$ cat src/rtl/reservation_station_pkg.sv
// Shared definitions for the reservation station slice.
//   OP_W, ROB_BIT, DAT_W : opcode, ROB tag and datapath widths
//   OP_*                 : opcode encodings used by dispatch and the ALU
//   rs_entry_t           : payload held by one reservation-station entry
package reservation_station_pkg;

   localparam int OP_W    = 5;
   localparam int ROB_BIT = 4;
   localparam int DAT_W   = 32;

   localparam logic [OP_W-1:0] OP_ADD  = 5'd0;
   localparam logic [OP_W-1:0] OP_SUB  = 5'd1;
   localparam logic [OP_W-1:0] OP_AND  = 5'd2;
   localparam logic [OP_W-1:0] OP_OR   = 5'd3;
   localparam logic [OP_W-1:0] OP_XOR  = 5'd4;
   localparam logic [OP_W-1:0] OP_LUI  = 5'd5;
   localparam logic [OP_W-1:0] OP_BEQ  = 5'd6;
   localparam logic [OP_W-1:0] OP_JAL  = 5'd7;

   typedef struct packed {
      logic [OP_W-1:0]    op;
      logic               ic;
      logic [ROB_BIT-1:0] qd;
      logic [DAT_W-1:0]   vs;
      logic [ROB_BIT-1:0] qs;
      logic               rdys;
      logic [DAT_W-1:0]   vt;
      logic [ROB_BIT-1:0] qt;
      logic               rdyt;
      logic [DAT_W-1:0]   imm;
      logic [DAT_W-1:0]   pc;
   } rs_entry_t;

endpackage

$ cat src/rtl/reservation_station_prio_enc.sv
// Lowest-index-set priority encoder.
//   req   : request vector, bit 0 has highest priority
//   idx   : index of the lowest set bit (0 when none set)
//   found : at least one request bit is set
module rs_prio_enc #(
   parameter int N_BIT = 3,
   localparam int N    = 1 << N_BIT
) (
   input  logic [N-1:0]     req,
   output logic [N_BIT-1:0] idx,
   output logic             found
);

   // NOTE: every output gets a default before the loop so no path leaves it
   // unassigned; otherwise this combinational block would infer a latch.
   always_comb begin
      idx   = '0;
      found = 1'b0;
      // Scan downwards so the last hit, i.e. the lowest index, wins.
      for (int i = N - 1; i >= 0; i--) begin
         if (req[i]) begin
            idx   = N_BIT'(i);
            found = 1'b1;
         end
      end
   end

endmodule

$ cat src/rtl/reservation_station.sv
// Issue buffer between dispatch and the ALU.
//   clk, rst_n     : clock, synchronous active-low reset
//   en             : global stall, low freezes all state and outputs
//   clear_i        : flush on branch mispredict
//   dis_*          : dispatch of one decoded op with its operand state
//   cdb_*          : common data bus broadcast used for operand wakeup
//   full_o         : no free entry
//   alu_en_o/alu_* : registered issue of one fully-ready op per cycle
module reservation_station
   import reservation_station_pkg::*;
#(
   parameter int RS_BIT   = 3,
   localparam int RS_SIZE = 1 << RS_BIT
) (
   input  logic               clk,
   input  logic               rst_n,
   input  logic               en,
   input  logic               clear_i,
   input  logic               dis_en_i,
   input  logic [OP_W-1:0]    dis_op_i,
   input  logic               dis_ic_i,
   input  logic [ROB_BIT-1:0] dis_qd_i,
   input  logic [DAT_W-1:0]   dis_vs_i,
   input  logic [ROB_BIT-1:0] dis_qs_i,
   input  logic               dis_rdys_i,
   input  logic [DAT_W-1:0]   dis_vt_i,
   input  logic [ROB_BIT-1:0] dis_qt_i,
   input  logic               dis_rdyt_i,
   input  logic [DAT_W-1:0]   dis_imm_i,
   input  logic [DAT_W-1:0]   dis_pc_i,
   input  logic               cdb_en_i,
   input  logic [ROB_BIT-1:0] cdb_q_i,
   input  logic [DAT_W-1:0]   cdb_v_i,
   output logic               full_o,
   output logic               alu_en_o,
   output logic [OP_W-1:0]    alu_op_o,
   output logic               alu_ic_o,
   output logic [ROB_BIT-1:0] alu_qd_o,
   output logic [DAT_W-1:0]   alu_vs_o,
   output logic [DAT_W-1:0]   alu_vt_o,
   output logic [DAT_W-1:0]   alu_imm_o,
   output logic [DAT_W-1:0]   alu_pc_o
);

   logic [RS_SIZE-1:0] busy;
   rs_entry_t          entries [RS_SIZE];
   rs_entry_t          new_entry;

   logic [RS_SIZE-1:0] free_vec;
   logic [RS_SIZE-1:0] ready_vec;
   logic [RS_BIT-1:0]  free_idx;
   logic [RS_BIT-1:0]  iss_idx;
   logic               free_found;
   logic               iss_found;

   always_comb begin
      free_vec  = ~busy;
      ready_vec = '0;
      for (int i = 0; i < RS_SIZE; i++) begin
         ready_vec[i] = busy[i] & entries[i].rdys & entries[i].rdyt;
      end
   end

   rs_prio_enc #(.N_BIT(RS_BIT)) u_free_sel (
      .req   (free_vec),
      .idx   (free_idx),
      .found (free_found)
   );

   rs_prio_enc #(.N_BIT(RS_BIT)) u_issue_sel (
      .req   (ready_vec),
      .idx   (iss_idx),
      .found (iss_found)
   );

   assign full_o = ~free_found;

   // Incoming op with a same-cycle CDB bypass applied to each waiting operand.
   always_comb begin
      new_entry = '{op: dis_op_i, ic: dis_ic_i, qd: dis_qd_i,
                    vs: dis_vs_i, qs: dis_qs_i, rdys: dis_rdys_i,
                    vt: dis_vt_i, qt: dis_qt_i, rdyt: dis_rdyt_i,
                    imm: dis_imm_i, pc: dis_pc_i};
      if (!dis_rdys_i && cdb_en_i && dis_qs_i == cdb_q_i) begin
         new_entry.vs   = cdb_v_i;
         new_entry.rdys = 1'b1;
      end
      if (!dis_rdyt_i && cdb_en_i && dis_qt_i == cdb_q_i) begin
         new_entry.vt   = cdb_v_i;
         new_entry.rdyt = 1'b1;
      end
   end

   // NOTE: all state here uses non-blocking assignments, so every read of
   // busy/entries sees the value from the start of the cycle. That is what
   // keeps issue, wakeup and allocation from seeing each other's updates.
   always_ff @(posedge clk) begin
      if (!rst_n) begin
         busy      <= '0;
         alu_en_o  <= 1'b0;
         alu_op_o  <= '0;
         alu_ic_o  <= 1'b0;
         alu_qd_o  <= '0;
         alu_vs_o  <= '0;
         alu_vt_o  <= '0;
         alu_imm_o <= '0;
         alu_pc_o  <= '0;
      end else if (en) begin
         if (clear_i) begin
            busy     <= '0;
            alu_en_o <= 1'b0;
         end else begin
            alu_en_o <= iss_found;
            if (iss_found) begin
               alu_op_o      <= entries[iss_idx].op;
               alu_ic_o      <= entries[iss_idx].ic;
               alu_qd_o      <= entries[iss_idx].qd;
               alu_vs_o      <= entries[iss_idx].vs;
               alu_vt_o      <= entries[iss_idx].vt;
               alu_imm_o     <= entries[iss_idx].imm;
               alu_pc_o      <= entries[iss_idx].pc;
               busy[iss_idx] <= 1'b0;
            end

            for (int i = 0; i < RS_SIZE; i++) begin
               if (busy[i] && cdb_en_i) begin
                  if (!entries[i].rdys && entries[i].qs == cdb_q_i) begin
                     entries[i].vs   <= cdb_v_i;
                     entries[i].rdys <= 1'b1;
                  end
                  if (!entries[i].rdyt && entries[i].qt == cdb_q_i) begin
                     entries[i].vt   <= cdb_v_i;
                     entries[i].rdyt <= 1'b1;
                  end
               end
            end

            // The free slot is never busy, so it cannot collide with the
            // issuing slot or with a wakeup write above.
            if (dis_en_i && free_found) begin
               entries[free_idx] <= new_entry;
               busy[free_idx]    <= 1'b1;
            end
         end
      end
   end
   // NOTE: entry payloads are deliberately not reset; busy alone marks them
   // valid, so clearing the storage would only add reset fan-out.

endmodule

$ cat config.mk
export PLATFORM = sky130hd
export DESIGN_NAME = reservation_station
export DESIGN_NICKNAME = d
export VERILOG_FILES = /design/src/rtl/reservation_station_pkg.sv /design/src/rtl/reservation_station_prio_enc.sv /design/src/rtl/reservation_station.sv
export SDC_FILE = /design/constraint.sdc
export NUM_CORES = 2
export LEC_CHECK = 0
export CORE_ASPECT_RATIO = 1.1
export CORE_MARGIN = 2
export CORE_UTILIZATION = 62
export CTS_BUF_LIST = sky130_fd_sc_hd__clkbuf_2 sky130_fd_sc_hd__clkbuf_4 sky130_fd_sc_hd__clkbuf_8
export DETAILED_ROUTE_END_ITERATION = 10
export PLACE_DENSITY_LB_ADDON = 0.25
export SLEW_MARGIN = 20
export SYNTH_ARGS = -nofsm -noshare
export SYNTH_HDL_FRONTEND = slang
export SYNTH_SLANG_ARGS = --single-unit
$ cat constraint.sdc
create_clock -name clk -period 9.5 [get_ports clk]
set_input_delay 2.85 -clock clk [delete_from_list [all_inputs] [get_ports clk]]
set_output_delay 2.85 -clock clk [all_outputs]
set_load 0.01 [all_outputs]
[Word level (Yosys, flattened, before mapping)]
Memories as Yosys holds them, arrays and structs flattened. A register that Yosys moved wholly into a read port is not among the register bits.
Cells that the tools add are included.
Word-level totals
  flip-flop bits (word level): 9
  RAM bits: 1184
  input port bits: 190
  output and inout bits: 140
  word-level logic and storage cells: 246
  memories kept: 1
Memories
  entries: words 8, bits a word 148, rd ports 9, clocked after Yosys merged registers in 1, write ports 9, line reservation_station.sv:46  | rs_entry_t entries [RS_SIZE];
Operators by class
  $lt $le $gt $ge: 4
  eq/ne operators: 18
  mux-type cells: 148
  bitwise operators: 22
  reduce and logical (&&, ||, !) cells: 51
Operator list (number)
  $mux 1: 122
  $eq 4x4->1: 18
  $mux 32: 2
  $mux 3: 16
  $mux 8: 6
  $logic_and 1x1->1: 31
  $logic_not 1->1: 19
  $and 1x1->1: 16
  $not 8->8: 2
  $and 8x8->8: 1
  $lt 3x4->1 const B: 2
  $or 8x8->8: 1
  $demux 1 s3: 2
  $ge 3x1->1 const B: 2
  $reduce_and 3->1: 1
  $not 1->1: 2

[Logic depth before layout (Yosys ltp)]
An unclocked memory read counts as a cell.
  depth in word-level cells: 24
  mapped depth: 10
  depth with buffers taken out: 7

[Hierarchy]
Synthesis repeated with hierarchy kept, for this count alone.
Unflattened totals
  cells, all modules: 3469
  area, all modules: 56575.5 um^2
By module, submodules not included
  reservation_station: instances 1, cells an instance 3443, area each 56415.4 um^2, seq. area each 38336.8 um^2
  rs_prio_enc: instances 2, cells an instance 13, area each 80.1 um^2, seq. area each 0.0 um^2

[Least setup slack after synthesis]
No wires, ideal clock.
  path kind: input port to flip-flop
  from: input en
  to: memory entries[4][106] in the netlist's numbering, enable pin
  setup time: 375 ps
  arrival time: 7822 ps
  required time: 9125 ps
  setup slack: 1303 ps
  stages: 6
  path buffers: 1
  path through: buf_2 -> nand4b_2 -> nor2_4 -> nand2_1 -> nor2_1 -> or2_2
RTL lines
  start, declared: line reservation_station.sv:17  | input logic en,
  end, declared: line reservation_station.sv:46

==> flow_metrics.env <==
export IMPL_status="finished clean"
export IMPL_max_freq_mhz=172
export IMPL_die_y_um=317
export IMPL_min_period_ps=5830
export IMPL_max_slew_worst_pin_slew_ps=1310
export IMPL_regToRegEndpoint="alu_imm_o[21]"
export IMPL_antenna_found_initial=33
export IMPL_multi_input_area_um2=15800
export IMPL_synth_flop_cell="edfxtp_1"
export IMPL_crit_type="input port to flop"
export IMPL_core_um2=88100
export IMPL_place_congestion=0.891
export IMPL_viasPerCell=7.01
export IMPL_rrSetupSlack_ps=4970
export IMPL_htree_levels=4
export IMPL_hp_class="flop to flop"
export IMPL_worstPathRequired_ps=10000
export IMPL_start_kind="input port"
export IMPL_ant_nets=0
export IMPL_cpLargestDelayFamily="buffers and inverters"
export IMPL_drcViolationCount=0
export IMPL_maxCapViolations=0
export IMPL_total_power_mw=11.7
export IMPL_p_leak_nw=20.2
export IMPL_synth_edf_count=1168
export IMPL_cp_arrival_ps=6330
export IMPL_worstSetupEndpointType="flop"
export IMPL_place_ws_ps=2900
export IMPL_power_density_nw_per_um2=184
export IMPL_hp_start="alu_imm_o[11]"
export IMPL_path_common_cell="buf_4"
export IMPL_drt_wl_total_um=161000
export IMPL_synth_cells=3417
export IMPL_synth_xor_area_share=0.0104
export IMPL_synthAdderAreaFrac=0
export IMPL_cts_resized=0
export IMPL_synth_distinct_cells=69
export IMPL_final_setup_tns_ps=0
export IMPL_die_w_um=289
export IMPL_drive_above_1_share=0.241
export IMPL_synth_area_leaders="edfxtp_1 63%, mux2_2 8.2%, dfxtp_1 5.9%"
export IMPL_grt_max_degree=181
export IMPL_die_area_um2=91700
export IMPL_rows=114
export IMPL_path_cells="clkdlybuf4s50_1, nand4b_2, nor2_4, nand2_2, a211oi_4, buf_4, buf_4"
export IMPL_min_to="alu_imm_o[11]"
export IMPL_fillers=5487
export IMPL_final_cell_area_um2=63800
export IMPL_cts_tree="done"
export IMPL_setup_viol=0
export IMPL_avgSynthCellArea_um2=16.2
export IMPL_final_nets=3899
export IMPL_regArea_um2=38300
export IMPL_clock_latency_ps=890
export IMPL_final_period_utilization=0.614
export IMPL_path_buf_inv=3
export IMPL_grtUsageTotal=0.349
export IMPL_yosys_area_share_simple=0.0250
export IMPL_syn_nets=3607
export IMPL_irDropWorstVdd_v=0.000123
export IMPL_layout_setup_ws_ps=3670
export IMPL_ctsHoldBuffers=0
export IMPL_crit_path_max_incr_delay_ps=860
export IMPL_cts_sinks=1331
export IMPL_synth_compound_area_frac=0.136
export IMPL_synth_async_reset_ratio=0
export IMPL_synth_top_family_by_area="compound AO/OA/AOI/OAI gates"
export IMPL_synth_seq_cells=1331
export IMPL_cts_made_buffers=196
export IMPL_fin_util=0.723
export IMPL_drtPass1Iterations=8
export IMPL_num_vias=35500
export IMPL_grt_pass1_wl_um=233000
export IMPL_ys_seq_area_frac=0.693
export IMPL_num_io_pins=330
export IMPL_synth_area_um2=55300
export IMPL_start_util=0.628
export IMPL_path_max_fanout=54
export IMPL_grt_overflow_total=0
export IMPL_synth_warnings=0
export IMPL_cts_root_buf="clkbuf_8"
export IMPL_synth_area_mux_share=0.109
export IMPL_path_clk_slew_ps=60
export IMPL_area_growth_pct=15.2
export IMPL_synth_area_leader_cell="edfxtp_1"
export IMPL_min_path_cells=2
export IMPL_dp_hpwl_um=86200
export IMPL_clock_skew_ps=39.0
export IMPL_r2r_cells=8
export IMPL_detail_route_iter0_violations=5253
export IMPL_drv_slew=0
export IMPL_wl_per_cell_um=31.8
export IMPL_slew_headroom=0.125
export IMPL_port_buffers=329
export IMPL_grt_pass1_vias=36200
export IMPL_rsz0062_at_grt="no"
export IMPL_cpMaxStageDelayCell="clkdlybuf4s50_1"
export IMPL_hold_viol_final=0
export IMPL_dpl_cell_area_um2=59500
export IMPL_r2r_start="busy[1]"
export IMPL_clock_path_buffers=3
export IMPL_cts_setup_buffers=0
export IMPL_synth_top_area_frac=0.634
-- sequential cells by signal (all words and copies together) (netlist names) --
signal	cells
entries	1184
alu_imm_o	32
alu_pc_o	32
alu_vs_o	32
alu_vt_o	32
busy	8
alu_op_o	5
alu_qd_o	4
alu_en_o	1
alu_ic_o	1
-- synth_stat cells, drive strengths merged (19+ instances only) --
| cell | count |
|---|---|
| nand2 | 174 |
| a22oi | 268 |
| clkbuf | 141 |
| a21oi | 19 |
| o221ai | 137 |
| nand3 | 42 |
| edfxtp | 1168 |
| o2bb2ai | 134 |
| nor2 | 29 |
| dfxtp | 163 |
| mux2 | 512 |
| a22o | 135 |
| a222oi | 136 |
| buf | 165 |
| xnor2 | 50 |
-- tightest hold or removal path, delay by kind of cell, from the launching register on --
kind	cells	cell delay, ps
flops	1	330
simple gates	1	50
compound gates	1	60
-- kinds of logic after synthesis --
| group | count (synthesis) |
|---|---|
| AND/OR/NAND/NOR | 295 |
| multiplexers | 517 |
| flip-flops | 1331 |
| XOR/XNOR | 66 |
| buffers and inverters | 322 |
| AO/OA/AOI/OAI | 886 |
-- metal layers --
metal,global-route usage,wire length [µm],up-vias,share of wire
met2,0.574,79000,2497,0.49
met5,0,211,-,0.0013
met1,0.443,56300,17800,0.35
met4,0.165,6590,32,0.041
li1,-,-,14800,-
met3,0.0801,19000,430,0.12
-- report_power, final --
group          internal, mW  leakage [nW]  switching (mW)  total [mW]
Combinational         0.199          6.17           0.249       0.448
Sequential             6.38          11.8          0.0151        6.39
Clock                  2.63          2.22            2.24        4.88
-- per-stage QoR --
stage          instances  hold WS (ps)
2_1_floorplan       3417           478
3_3_place_gp        4670           442
3_5_place_dp        4670           451
4_1_cts             5041           468
5_1_grt             5058           482
6_report            5062           470
-- final cells by class --
class / instances / share of cell area
diodes: 20 / 0.000785
clock buffers: 290 / 0.0556
clock inverters: 81 / 0.0104
inverters: 16 / 0.00118
multi-input cells: 1764 / 0.247
flip-flops and latches: 1331 / 0.601
well taps: 1160 / 0.0228
repair buffers: 400 / 0.0605
-- worst max-delay path by stage --
stage,start,end,slack (ps),cells after the start
after floorplan,en,entries[4][106],1300,6
after global placement,rst_n,entries[7][142],3000,7
after detailed placement,rst_n,entries[7][142],2900,7
after CTS,rst_n,entries[7][143],3800,7
after global routing,rst_n,entries[7][143],3630,7
final,rst_n,entries[7][143],3670,7
-- cell usage in the layout (no fill, tap or decap), types with 50 or more instances in the layout --
| cell type | n |
|---|---|
| edfxtp_1 | 1168 |
| mux2_2 | 402 |
| clkdlybuf4s50_1 | 328 |
| a22oi_1 | 268 |
| clkbuf_8 | 219 |
| nand2_1 | 169 |
| dfxtp_1 | 163 |
| o221ai_1 | 137 |
| a222oi_1 | 136 |
| a22o_1 | 135 |
| o2bb2ai_1 | 134 |
| clkbuf_4 | 71 |
| buf_4 | 68 |
| mux2_4 | 60 |
| xnor2_1 | 50 |
| mux2_1 | 50 |
No activity file was read; power rests on OpenSTA's default activity.
